### src/rtl/seq_booth_mult_pkg.sv
// ---------------------------------------------------------------------------
// mult_pkg
// Shared types and helpers for the sequential radix-4 Booth multiplier.
//   state_t       : controller states (IDLE / CALC / DONE)
//   booth_digit_t : recoded radix-4 digit selected from a multiplier triplet
//   booth_iter()  : number of Booth steps for a given operand width
// ---------------------------------------------------------------------------
package mult_pkg;

    typedef enum logic [1:0] {
        IDLE = 2'd0,
        CALC = 2'd1,
        DONE = 2'd2
    } state_t;

    typedef enum logic [2:0] {
        ZERO = 3'd0,
        POS1 = 3'd1,
        POS2 = 3'd2,
        NEG1 = 3'd3,
        NEG2 = 3'd4
    } booth_digit_t;

    // Operands are extended to width+2 bits so unsigned values stay positive
    // when read as two's complement; radix-4 recoding consumes 2 bits per step.
    function automatic int booth_iter(input int width);
        return (width + 2) / 2;
    endfunction

endpackage

### src/rtl/seq_booth_mult_if.sv
// ---------------------------------------------------------------------------
// seq_booth_mult_if
// Operand / product handshake bundle of seq_booth_mult.
//   in_valid/in_ready   : operand transfer when both high on a rising edge
//   a, b, signed_mode   : multiplicand, multiplier, 1 = two's complement
//   out_valid/out_ready : product transfer when both high on a rising edge
//   c                   : 2*WIDTH-bit product, held while out_valid is high
//   busy                : a product is being computed or waiting for handoff
// Handshake rule: a transfer happens on every rising edge where valid and
// ready are both high; the sender holds its payload stable while valid is
// high and ready is low.
//   master : drives operands and out_ready (upstream/downstream side)
//   slave  : the multiplier itself
// ---------------------------------------------------------------------------
interface seq_booth_mult_if #(
    parameter int WIDTH = 16
);
    logic                 in_valid;
    logic                 in_ready;
    logic [WIDTH-1:0]     a;
    logic [WIDTH-1:0]     b;
    logic                 signed_mode;
    logic                 out_valid;
    logic                 out_ready;
    logic [2*WIDTH-1:0]   c;
    logic                 busy;

    modport master (
        output in_valid, a, b, signed_mode, out_ready,
        input  in_ready, out_valid, c, busy
    );

    modport slave (
        input  in_valid, a, b, signed_mode, out_ready,
        output in_ready, out_valid, c, busy
    );
endinterface

### src/rtl/seq_booth_mult_enc.sv
// ---------------------------------------------------------------------------
// booth_r4_enc
// Combinational radix-4 Booth encoder.
//   trip  : multiplier triplet {b[2i+1], b[2i], b[2i-1]}
//   a_ext : multiplicand already extended to WIDTH+2 bits (two's complement)
//   pp    : partial product 0, +-A or +-2A as a WIDTH+3-bit signed value
// ---------------------------------------------------------------------------
module booth_r4_enc
    import mult_pkg::*;
#(
    parameter int WIDTH = 16
) (
    input  logic [2:0]       trip,
    input  logic [WIDTH+1:0] a_ext,
    output logic [WIDTH+2:0] pp
);
    booth_digit_t     digit;
    logic [WIDTH+2:0] a_x1;
    logic [WIDTH+2:0] a_x2;

    // One extra bit of headroom so +-2A is representable.
    assign a_x1 = {a_ext[WIDTH+1], a_ext};
    assign a_x2 = {a_ext, 1'b0};

    always_comb begin
        digit = ZERO;
        case (trip)
            3'b001, 3'b010: digit = POS1;
            3'b011:         digit = POS2;
            3'b100:         digit = NEG2;
            3'b101, 3'b110: digit = NEG1;
            default:        digit = ZERO;
        endcase
    end

    always_comb begin
        pp = '0;
        case (digit)
            POS1:    pp = a_x1;
            POS2:    pp = a_x2;
            NEG1:    pp = -a_x1;
            NEG2:    pp = -a_x2;
            default: pp = '0;
        endcase
    end
endmodule

### src/rtl/seq_booth_mult.sv
// ---------------------------------------------------------------------------
// seq_booth_mult
// Iterative radix-4 Booth multiplier, one Booth step per clock.
//   clk       : rising-edge clock
//   rst_n     : synchronous active-low reset
//   bus       : seq_booth_mult_if slave (operands in, product out, busy)
//   state_dbg : current controller state
// Latency from acceptance to out_valid is ITER cycles; the minimum initiation
// interval is ITER+2 (ITER steps, one DONE cycle, one IDLE cycle).
// ---------------------------------------------------------------------------
module seq_booth_mult
    import mult_pkg::*;
#(
    parameter int WIDTH = 16
) (
    input  logic              clk,
    input  logic              rst_n,
    seq_booth_mult_if.slave   bus,
    output state_t            state_dbg
);
    localparam int ITER = booth_iter(WIDTH);
    localparam int CW   = $clog2(ITER + 1);
    localparam int AW   = 2*WIDTH + 4;

    state_t             state;
    logic [CW-1:0]      cnt;
    logic [WIDTH+1:0]   a_ext_q;
    logic [WIDTH+2:0]   m_q;       // {extended multiplier, b[-1]}, shifts right 2 per step
    logic [AW-1:0]      acc_q;
    logic [2*WIDTH-1:0] c_q;
    logic               in_ready_q;
    logic               out_valid_q;
    logic               busy_q;

    logic [WIDTH+2:0]   pp;
    logic [CW-1:0]      step;
    logic [AW-1:0]      pp_sext;
    logic [AW-1:0]      pp_shift;
    logic [AW-1:0]      acc_next;
    logic [WIDTH+1:0]   a_in_ext;
    logic [WIDTH+1:0]   b_in_ext;

    booth_r4_enc #(.WIDTH(WIDTH)) u_enc (
        .trip  (m_q[2:0]),
        .a_ext (a_ext_q),
        .pp    (pp)
    );

    // Step index i counts up from 0 while cnt counts down from ITER.
    assign step     = CW'(ITER) - cnt;
    assign pp_sext  = {{(AW-WIDTH-3){pp[WIDTH+2]}}, pp};
    assign pp_shift = pp_sext << {step, 1'b0};
    assign acc_next = acc_q + pp_shift;

    assign a_in_ext = bus.signed_mode ? {{2{bus.a[WIDTH-1]}}, bus.a} : {2'b00, bus.a};
    assign b_in_ext = bus.signed_mode ? {{2{bus.b[WIDTH-1]}}, bus.b} : {2'b00, bus.b};

    always_ff @(posedge clk) begin
        if (!rst_n) begin
            state       <= IDLE;
            cnt         <= '0;
            a_ext_q     <= '0;
            m_q         <= '0;
            acc_q       <= '0;
            c_q         <= '0;
            in_ready_q  <= 1'b0;
            out_valid_q <= 1'b0;
            busy_q      <= 1'b0;
        end else begin
            case (state)
                IDLE: begin
                    in_ready_q <= 1'b1;
                    if (bus.in_valid && in_ready_q) begin
                        a_ext_q    <= a_in_ext;
                        m_q        <= {b_in_ext, 1'b0};
                        acc_q      <= '0;
                        cnt        <= CW'(ITER);
                        state      <= CALC;
                        in_ready_q <= 1'b0;
                        busy_q     <= 1'b1;
                    end
                end
                CALC: begin
                    acc_q <= acc_next;
                    m_q   <= m_q >> 2;
                    cnt   <= cnt - CW'(1);
                    if (cnt == CW'(1)) begin
                        state       <= DONE;
                        out_valid_q <= 1'b1;
                        c_q         <= acc_next[2*WIDTH-1:0];
                    end
                end
                DONE: begin
                    if (bus.out_ready) begin
                        state       <= IDLE;
                        out_valid_q <= 1'b0;
                        busy_q      <= 1'b0;
                        in_ready_q  <= 1'b1;
                    end
                end
                default: begin
                    state       <= IDLE;
                    out_valid_q <= 1'b0;
                    busy_q      <= 1'b0;
                    in_ready_q  <= 1'b0;
                end
            endcase
        end
    end

    assign bus.in_ready  = in_ready_q;
    assign bus.out_valid = out_valid_q;
    assign bus.busy      = busy_q;
    assign bus.c         = c_q;
    assign state_dbg     = state;
endmodule

### src/flat_wrapper.sv
// flat-port wrapper written by rule: the top's interface ports become plain ports
module seq_booth_mult_flat import mult_pkg::*;
#(
    parameter int WIDTH = 16
)
  (clk, rst_n, state_dbg, bus_in_valid, bus_a, bus_b, bus_signed_mode, bus_out_ready, bus_in_ready, bus_out_valid, bus_c, bus_busy);
  seq_booth_mult_if #(.WIDTH(WIDTH)) bus_i ();
  input  logic clk;
  input  logic rst_n;
  output state_t state_dbg;
  input wire logic [$bits(bus_i.in_valid)-1:0] bus_in_valid;
  input wire logic [$bits(bus_i.a)-1:0] bus_a;
  input wire logic [$bits(bus_i.b)-1:0] bus_b;
  input wire logic [$bits(bus_i.signed_mode)-1:0] bus_signed_mode;
  input wire logic [$bits(bus_i.out_ready)-1:0] bus_out_ready;
  output wire logic [$bits(bus_i.in_ready)-1:0] bus_in_ready;
  output wire logic [$bits(bus_i.out_valid)-1:0] bus_out_valid;
  output wire logic [$bits(bus_i.c)-1:0] bus_c;
  output wire logic [$bits(bus_i.busy)-1:0] bus_busy;
  assign bus_i.in_valid = bus_in_valid;
  assign bus_i.a = bus_a;
  assign bus_i.b = bus_b;
  assign bus_i.signed_mode = bus_signed_mode;
  assign bus_i.out_ready = bus_out_ready;
  assign bus_in_ready = bus_i.in_ready;
  assign bus_out_valid = bus_i.out_valid;
  assign bus_c = bus_i.c;
  assign bus_busy = bus_i.busy;
  seq_booth_mult #(.WIDTH(WIDTH)) u_core (.clk(clk), .rst_n(rst_n), .bus(bus_i), .state_dbg(state_dbg));
endmodule
### config.mk
export PLATFORM = sky130hd
export DESIGN_NAME = seq_booth_mult_flat
export DESIGN_NICKNAME = d
export VERILOG_FILES = /design/src/rtl/seq_booth_mult_pkg.sv /design/src/rtl/seq_booth_mult_if.sv /design/src/rtl/seq_booth_mult_enc.sv /design/src/rtl/seq_booth_mult.sv /design/src/flat_wrapper.sv
export SDC_FILE = /design/constraint.sdc
export NUM_CORES = 1
export LEC_CHECK = 0
export BUFFER_PORTS_ARGS = -buffer_cell sky130_fd_sc_hd__clkbuf_2
export CORE_UTILIZATION = 45
export DETAILED_ROUTE_END_ITERATION = 8
export SYNTH_ARGS = -nofsm -noshare
export SYNTH_HDL_FRONTEND = slang
export SYNTH_SLANG_ARGS = --single-unit
### constraint.sdc
create_clock -name clk -period 5.2 [get_ports clk]
set_input_delay 0.78 -clock clk [delete_from_list [all_inputs] [get_ports clk]]
set_output_delay 0.78 -clock clk [all_outputs]
set_load 0.01 [all_outputs]
* Word level (Yosys, flattened, before mapping)
Index checks and enable logic that the tools add are counted.
** Storage, ports and cells
- Flip-flop bits (word level) :: 114
- Latch bits :: 0
- Bits in writable memories :: 0
- ROM bits :: 0
- Input port bits :: 37
- Output and inout bits :: 37
- Word-level logic and storage cells :: 67
- Memories :: 0
** Operators by class
- Add/sub/neg operators :: 5
- Multiply operators :: 0
- Div/mod/pow operators :: 0
- Order comparisons :: 0
- Equality and inequality tests :: 16
- Shifts and indexed selects :: 1
- Multiplexer cells :: 22
- Bitwise gates (word level) :: 2
- Reduce and logical (&&, ||, !) cells :: 12
** Operators with widths (count)
- $pmux 19 s4 :: 1
- $pmux 36 s2 :: 1
- $neg 19->19 :: 2
- $pmux 19 s2 :: 1
- $add 36x36->36 :: 1
- $mux 18 :: 2
- $mux 36 :: 1
- $shl 36x5->36 :: 1
- $mux 19 :: 1
- $eq 3x2->1 const B :: 4
- $eq 3x3->1 const B :: 4
- $pmux 3 s4 :: 1
- $pmux 1 s3 :: 3
- $reduce_and 3->1 :: 3
- $pmux 4 s2 :: 1
- $reduce_and 2->1 :: 4
- $eq 3x1->1 const B :: 2
- $mux 2 :: 3
- $pmux 2 s3 :: 1
- $mux 1 :: 5
- $eq 4x1->1 const B :: 1
- $mux 4 :: 1
- $ne 2x1->1 const B :: 2
- $reduce_or 2->1 :: 2
- 9 further kinds :: 10

* Depth between registers and ports, before layout
Gate-level depths: netlist of the first run.
- Word-level depth :: 8
- Gate-level depth with buffers :: 22
- Depth with buffers taken out :: 21

* Cells and area by module
From an unflattened synthesis of the first run, not the netlist that was laid out.
** Unflattened totals
- Cells, all modules :: 1049
- Area total of the unflattened synthesis :: 7867.5 µm²
** Modules (own cells, without submodules)
- seq_booth_mult :: times used 1, cells an instance 871, area each 6757.7 µm²
- booth_r4_enc :: times used 1, cells an instance 178, area each 1109.8 µm²

* Worst setup path after synthesis of the first run
No wires, ideal clock.
- Path type :: flip-flop to flip-flop
- Start :: register u_core.a_ext_q[0]
- End :: register u_core.c_q[23] (netlist: u_core.bus.c[23])
- Library setup time :: 124 ps
- Arrival time :: 4403 ps
- Data required time :: 5076 ps
- Path slack :: 673 ps
- Cell stages (with the launch flop) :: 23
- Path buffers :: 1
- Path through :: dfxtp_1 inv_1 ha_1 or3b_1 buf_2 or4_1 o21ai_0 a21o_1 a222oi_1 and2_1 o21ai_0 nor2_1 a211oi_1 ha_1 a21o_1 a21o_1 a21oi_1 nor2_1 o31ai_1 a21oi_1 a31oi_1 xor2_1 o21ai_0
** Between the ends
- Cells in the longest elaborated chain, start to end :: 4
- Elaborated cells between the ends (all ways) :: 5
- Those cells by class :: 3 x add/sub; 1 x shift; 1 x mux
** Ends and longest elaborated chain
- from (decl) :: RTL line seq_booth_mult.sv:27 : logic [WIDTH+1:0] a_ext_q;
- from (signal assigned) :: RTL line seq_booth_mult.sv:74 : a_ext_q <= a_in_ext;
- $neg 19->19, on equally long branches :: RTL line seq_booth_mult_enc.sv:41, seq_booth_mult_enc.sv:42
- $pmux 19 s4 (*) :: RTL line seq_booth_mult_enc.sv:38 : case (digit)
- $shl 36x5->36 (*) :: RTL line seq_booth_mult.sv:52 : assign pp_shift = pp_sext << {step, 1'b0};
- $add 36x36->36 (*) :: RTL line seq_booth_mult.sv:53 : assign acc_next = acc_q + pp_shift;
- to (signal assigned) :: RTL line seq_booth_mult.sv:90 : c_q <= acc_next[2*WIDTH-1:0];
- to (decl) :: RTL line seq_booth_mult.sv:30 : logic [2*WIDTH-1:0] c_q;
Every way passes the cells marked *; elsewhere a longest branch is shown, timed or not.
A chain may end at the register's enable or synchronous reset.

* Worst setup path in the final report of the first run
- Start :: register u_core.a_ext_q[0]
- End :: register u_core.c_q[26] (netlist: u_core.bus.c[26])
Same word-level chain as after synthesis.

==> impl_metrics.yaml, run 1 <==
outcome:
  outcome: "completed"
routing:
  wl_met1_um: 11600
  finalWirelength_um: 23100
  drt_iter0_drc: 579
  drtAntennaViolNets: 0
  dr.max_layer_used: "met4"
  routed-via-count: 7900
  routed-wl-met3_um: 1650
  viasPerCell: 5.92
  drc: 0
  drtPass1Iterations: 6
  wl_met2_um: 9650
  wire_per_inst_um: 17.3
power:
  power_frac_seq_pct: 34.7
  switching_power_w: 0.00102
  p_leak_nw: 3.56
  switching_share_pct: 39.2
  powerDensity_nw_per_um2: 296
  comb_power_share_pct: 37.8
  intPower_w: 0.00159
  ir_drop_v: 0.000227
  pwr-share-clk_pct: 27.6
setup_path:
  crit_slowest_cell: "or4_4"
  cp-end-kind: "flip-flop"
  criticalPathCategory: "reg2reg"
  critPathBufInv: 1
  cp_data_required_time_ns: 5.43
  cp_data_arrival_time_ns: 5.22
  path_cells: "or4_4 > or3_1 > o21ai_2 > mux2i_1 > o311a_4 > o311a_2 > ha_1 > a21o_1 > a21o_1 > a21oi_1 > o21ai_0 > o21ai_1 > buf_4 > nand2_1 > a311oi_2 > xor2_1 > o21ai_1"
  cp_slowest_stage_delay_ns: 0.63
  crit_family: "compound AO/OA/AOI/OAI gates"
  crit_path_start_kind: "flip-flop"
  cp_max_fo: 12
die:
  row_count: 47
  die_area_um2: 17700
  core-area_um2: 16700
  initial_core_util_pct: 46.4
  pin_count: 74
  die_h_um: 133
  die_x_um: 133
cells_and_area:
  ff_latch_area_um2: 2160
  finalNetCount: 1183
  diodes: 0
  drive_gt1_share_pct: 17.7
  n_fill_cell: 1687
  syn_to_final_growth_pct: 13.9
  multi_input_area_um2: 5260
  fin_cells: 1335
synthesis:
  ys_seq_area_share_pct: 27.9
  syn_inst: 1057
  ys_types: 82
  synth_edf_count: 0
  synth_top_flop_cell: "dfxtp_1"
  async_flop_share_pct: 0
  yosys.area.top_type: "dfxtp_1"
  synthTopCellsByArea: "dfxtp_1, nand2_1, a21oi_1"
  syn_nets: 1130
  synth_seq_cells: 108
  netlist_area_um2: 7740
  syn_avg_cell_area_um2: 7.33
  ys_warn_count: 0
  synth_top_area_share_pct: 27.9
timing:
  min_period_ns: 4.98
  slew_headroom_pct: 44.4
  report.final.hold_viol_count: 0
  whs_ns: 0.454
  final.setup.tns_ns: 0
  setup_viol: 0
  fin_skew_ns: 0.0139
  tightest_slew_ns: 0.833
  period_share_pct: 95.8
  setup_ws_ns: 0.219
  slew_violations: 0
  timing.fmax_mhz: 201
global_routing:
  antenna_found_initial: 0
  grt_overflow: 0
  grt_pass1_vias: 7003
  grt_usage_pct: 26.6
  grt_max_degree: 76
  grt_pass1_wl_um: 37700
clock_network:
  cts.sinks: 108
  postCtsHoldBufs: 0
  cts_tree: "built"
  clockBufferDepth: 2
  root_buffer: "clkbuf_16"
  clk_latency_ns: 0.37
  ctsHtreeMaxLevel: 3
  numCtsBuffers: 9
  clkTransAtPathRegs_ns: 0.09
placed_design:
  place_ws_ns: 0.174
  portBuffers: 73
  dp_cells: 1318
  place_congestion: 0.954
  dp_hpwl_um: 16700
job:
  max_cap_violations: 0
min_path:
  hold_class: "reg2reg"
[routing by layer]
metal | track usage (%) | vias up
met1 | 39.2 | 3708
met2 | 39.3 | 238
met3 | 5.94 | 12
met5 | 0 | -
li1 | - | 3942
met4 | 5.74 | 0
[worst reg2reg max path: stages (launching register included)]
cell	delay (ns)
dfxtp_1	0.34
or4_4	0.63
or3_1	0.55
o21ai_2	0.21
mux2i_1	0.13
o311a_4	0.40
o311a_2	0.38
ha_1	0.36
a21o_1	0.21
a21o_1	0.17
a21oi_1	0.15
o21ai_0	0.13
o21ai_1	0.21
buf_4	0.15
nand2_1	0.11
a311oi_2	0.33
xor2_1	0.28
o21ai_1	0.12
[cell usage in the layout (no fill, tap or decap), types with 5 or more instances in the layout]
master,instances
a211oi_1,13
and3_1,5
nor2_1,87
o21ai_0,63
o22ai_1,5
xor2_1,18
clkbuf_2,73
or2_2,5
nand2b_1,10
o2111ai_1,6
nand3_1,55
dfxtp_1,107
o21a_1,6
mux2_2,6
a21o_1,22
buf_4,51
nand4_1,7
clkbuf_16,9
and2_1,8
o21bai_1,5
xnor2_1,23
a211o_1,6
a311oi_1,15
nor3_1,27
inv_1,15
mux2i_1,12
o211ai_1,12
a31oi_1,13
a22oi_1,5
nand2_1,166
o21ai_1,6
ha_1,31
a21oi_1,106
nor4_1,6
[kinds of logic after synthesis]
logic type,count (synthesis),share of synthesized area [%]
DFF,108,27.9
AOI/OAI and AO/OA,339,28.8
adders and majority gates,36,5.91
buffers and inverters,101,5.38
xor gates and xnor gates,42,4.75
and+or+nand+nor,411,24.2
muxes,20,3.00
[final cells by class]
| type | instances | area share [%] |
|---|---|---|
| inverters | 19 | 0.808 |
| flip-flops and latches | 108 | 24.5 |
| clock buffers | 10 | 2.71 |
| clock inverters | 6 | 0.709 |
| multi-input cells | 848 | 59.7 |
| repair buffers | 124 | 8.48 |
| well taps | 220 | 3.12 |
[Yosys cell counts (5+ instances only)]
cell and number:
o211ai_1 12, and3_1 5, buf_1 6, xnor2_1 24, o2111ai_1 6, ha_1 35
clkbuf_1 68, mux2_2 6, a21oi_1 106, a21o_1 22, o31ai_1 7, nand3_1 55
mux2i_1 12, nor4_1 7, or2_2 5, a211o_1 6, inv_1 15, dfxtp_1 108
nor2b_1 5, a22oi_1 6, nor3_1 28, nand4_1 7, o21a_1 7, o21bai_1 5
nor2_1 88, o21ai_0 69, a211oi_1 14, a31oi_1 13, and2_1 8, nand2_1 166
o22ai_1 5, or3_1 5, nand2b_1 11, xor2_1 18, a311oi_1 16
[registers in the layout, summed over array words and instances (netlist names)]
signal and flops:
u_core.a_ext_q 17, u_core.acc_q 32, u_core.bus.busy 1, u_core.bus.c 32, u_core.bus.in_ready 1, u_core.bus.out_valid 1
u_core.cnt 4, u_core.m_q 18, u_core.state_dbg 2
[path summary, 6_finish.rpt]
kind	start	cells past startpoint	to	slack, ns
setup / recovery	u_core.a_ext_q[0]	17	u_core.bus.c[26]	0.22
hold / removal	u_core.bus.c[22]	2	u_core.bus.c[22]	0.45
setup reg to reg	u_core.a_ext_q[0]	17	u_core.bus.c[26]	0.22
hold reg to reg	u_core.bus.c[22]	2	u_core.bus.c[22]	0.45
[power groups by stage]
stage | clock network (W) | logic [W] | registers [W]
after floorplan | 0 | 0.000692 | 0.000911
after global placement | 0 | 0.000947 | 0.000923
after detailed placement | 0 | 0.000941 | 0.000923
after CTS | 0.000741 | 0.000948 | 0.000904
after global routing | 0.000763 | 0.00108 | 0.000911
final | 0.000719 | 0.000986 | 0.000905
[what timing repair did]
action | 4_1_cts | 5_1_grt
buffers inserted | 0 | 1
setup endpoints to repair | 0 | 27
resized for setup | 0 | 24
[metrics by stage]
step                      area [um2]  total power (W)  utilization, %
after global placement          8440          0.00187            50.5
after CTS                       8740          0.00259            52.3
final                           8820          0.00261            52.8
after global routing            8820          0.00276            52.8
after detailed placement        8440          0.00186            50.5
after floorplan                 7740          0.00160               -
(Power assumes the default switching activity.)
==> run 2: changes to the inputs <==
- CORE_ASPECT_RATIO: not set -> 0.8
- CORE_UTILIZATION: 45 -> 50
- PLACE_DENSITY: not set -> 0.69
- SKIP_LAST_GASP: not set -> 1
==> impl_metrics.yaml, run 2 (synthesized netlist as in run 1, its figures left out) <==
routing:
  drt_iter0_drc: 794
  drc: 0
  wire_per_inst_um: 17.0
  drtAntennaViolNets: 0
  routed-via-count: 8001
  drtPass1Iterations: 8
  finalWirelength_um: 23000
  viasPerCell: 5.91
die:
  die_x_um: 141
  die_h_um: 113
  core-area_um2: 15100
  pin_count: 74
  initial_core_util_pct: 51.4
  die_area_um2: 16000
  row_count: 40
power:
  ir_drop_v: 0.000210
  pwr-share-clk_pct: 27.1
  p_leak_nw: 3.71
  intPower_w: 0.00168
  powerDensity_nw_per_um2: 299
  power_frac_seq_pct: 33.6
  switching_power_w: 0.00103
  comb_power_share_pct: 39.3
  switching_share_pct: 38.0
job:
  max_cap_violations: 0
global_routing:
  grt_pass1_wl_um: 37500
  grt_pass1_vias: 7097
  grt_max_degree: 75
  grt_overflow: 0
  grt_usage_pct: 29.4
  antenna_found_initial: 0
cells_and_area:
  finalNetCount: 1212
  syn_to_final_growth_pct: 16.9
  final_cell_mix: "nand2_1, dfxtp_1, a21oi_1"
  final_common_cell: "nand2_1"
  n_fill_cell: 1418
  drive_gt1_share_pct: 19.8
  utilization_pct: 60.1
  diodes: 0
setup_path:
  criticalPathCategory: "reg2reg"
  cp_max_fo: 7
  path_cells: "inv_1 > ha_2 > or3b_4 > buf_4 > nor4_4 > nor3_1 > a21o_1 > a222oi_1 > mux2i_1 > mux2i_1 > nand2_1 > and3_1 > ha_1 > buf_4 > a21o_1 > a22oi_1 > a21oi_1 > o31ai_2 > a21oi_1 > xnor2_1 > nand2_1 > a21oi_1"
  r2r_cells: 22
  rrSetupSlack_ns: 0.23
  crit_slowest_cell: "or3b_4"
  r2r_end: "u_core.bus.c[21]"
  cp_slowest_stage_delay_ns: 0.42
  cp-end-kind: "flip-flop"
  crit_path_start_kind: "flip-flop"
  cp_data_required_time_ns: 5.48
  crit_top_cell: "a21oi_1"
  rr_startpoint: "u_core.a_ext_q[1]"
  cp_data_arrival_time_ns: 5.25
timing:
  min_period_ns: 4.97
  slew_headroom_pct: 37.9
  fin_skew_ns: 0.0141
  setup_viol: 0
  whs_ns: 0.454
  period_share_pct: 95.6
  report.final.hold_viol_count: 0
  tightest_slew_ns: 0.927
  slew_violations: 0
  timing.fmax_mhz: 201
  final.setup.tns_ns: 0
min_path:
  hold_start: "u_core.bus.c[12]"
  hold_class: "reg2reg"
  holdPathEnd: "u_core.bus.c[12]"
  worstHoldPathCells: 2
placed_design:
  place_congestion: 0.952
  dp_hpwl_um: 16900
  portBuffers: 73
outcome:
  outcome: "completed"
clock_network:
  root_buffer: "clkbuf_16"
  cts_tree: "built"
  clkTransAtPathRegs_ns: 0.08
  ctsHtreeMaxLevel: 3
  numCtsBuffers: 9
  cts.sinks: 108
  clk_latency_ns: 0.37
  clockBufferDepth: 2
[run 2: cell count changes in the layout (fill, tap and decap cells not counted), sizes merged]
cell	delta
inv	+1
buf	+29
bufinv	+1
clkinv	-3
clkinvlp	+1
[run 2: how the worst max path moves through the flow]
stage	slack, ns	endpoint	cells after the start	startpoint
after floorplan	0.67	u_core.bus.c[23]	22	u_core.a_ext_q[0]
after global placement	0.20	u_core.bus.c[29]	21	u_core.a_ext_q[1]
after detailed placement	0.12	u_core.bus.c[29]	21	u_core.a_ext_q[1]
after CTS	0.07	u_core.bus.c[29]	21	u_core.a_ext_q[1]
after global routing	-0.03	u_core.bus.c[23]	23	u_core.a_ext_q[1]
final	0.23	u_core.bus.c[21]	22	u_core.a_ext_q[1]
[run 2: repair_timing]
action | 4_1_cts | 5_1_grt
resized for setup | 0 | 25
setup buffers | 0 | 1
hold buffers | 0 | 0
endpoints found under the setup margin | 0 | 28
[run 2: final cells by class]
cell class | count | area [um2] | share of cell area [%]
timing repair buffer | 153 | 978 | 10.8
clock buffer | 10 | 229 | 2.53
clock inverter | 6 | 80.1 | 0.884
multi-input combinational | 848 | 5270 | 58.2
tap | 210 | 263 | 2.90
sequential | 108 | 2160 | 23.9
inverter | 19 | 71.3 | 0.788
[run 2: through the flow]
stage	setup slack [ns]	total power, W	cell area, um2	std cells
6_report	0.230	0.00270	9050	1354
5_1_grt	-0.0298	0.00285	9050	1354
4_1_cts	0.0740	0.00266	8960	1353
3_5_place_dp	0.125	0.00193	8650	1337
3_3_place_gp	0.198	0.00192	8650	1337
2_1_floorplan	0.673	0.00160	7740	1057
[run 2: critical path, delay by kind of cell, from the launching register on]
kind | cells | cell delay [ns]
AO/OA/AOI/OAI | 8 | 1.69
adder cells (fa/ha/maj) | 2 | 0.51
flip-flops | 1 | 0.36
AND/OR/NAND/NOR | 6 | 1.18
multiplexers | 2 | 0.41
XOR/XNOR | 1 | 0.33
buffers and inverters | 3 | 0.41
[run 2: layer usage]
| layer | part of all wire [%] | GRT usage (%) |
|---|---|---|
| met5 | 0 | 0 |
| met4 | 0.84 | 6.09 |
| met3 | 8.4 | 5.67 |
| met2 | 40 | 40.4 |
| met1 | 51 | 46.2 |
[run 2: power groups by stage]
| stage | registers, W | clock network [W] | logic, W |
|---|---|---|---|
| 3_5_place_dp | 0.000927 | 0 | 0.000999 |
| 4_1_cts | 0.000908 | 0.000742 | 0.00101 |
| 2_1_floorplan | 0.000911 | 0 | 0.000692 |
| 6_report | 0.000910 | 0.000733 | 0.00106 |
| 5_1_grt | 0.000915 | 0.000782 | 0.00115 |
| 3_3_place_gp | 0.000926 | 0 | 0.000995 |
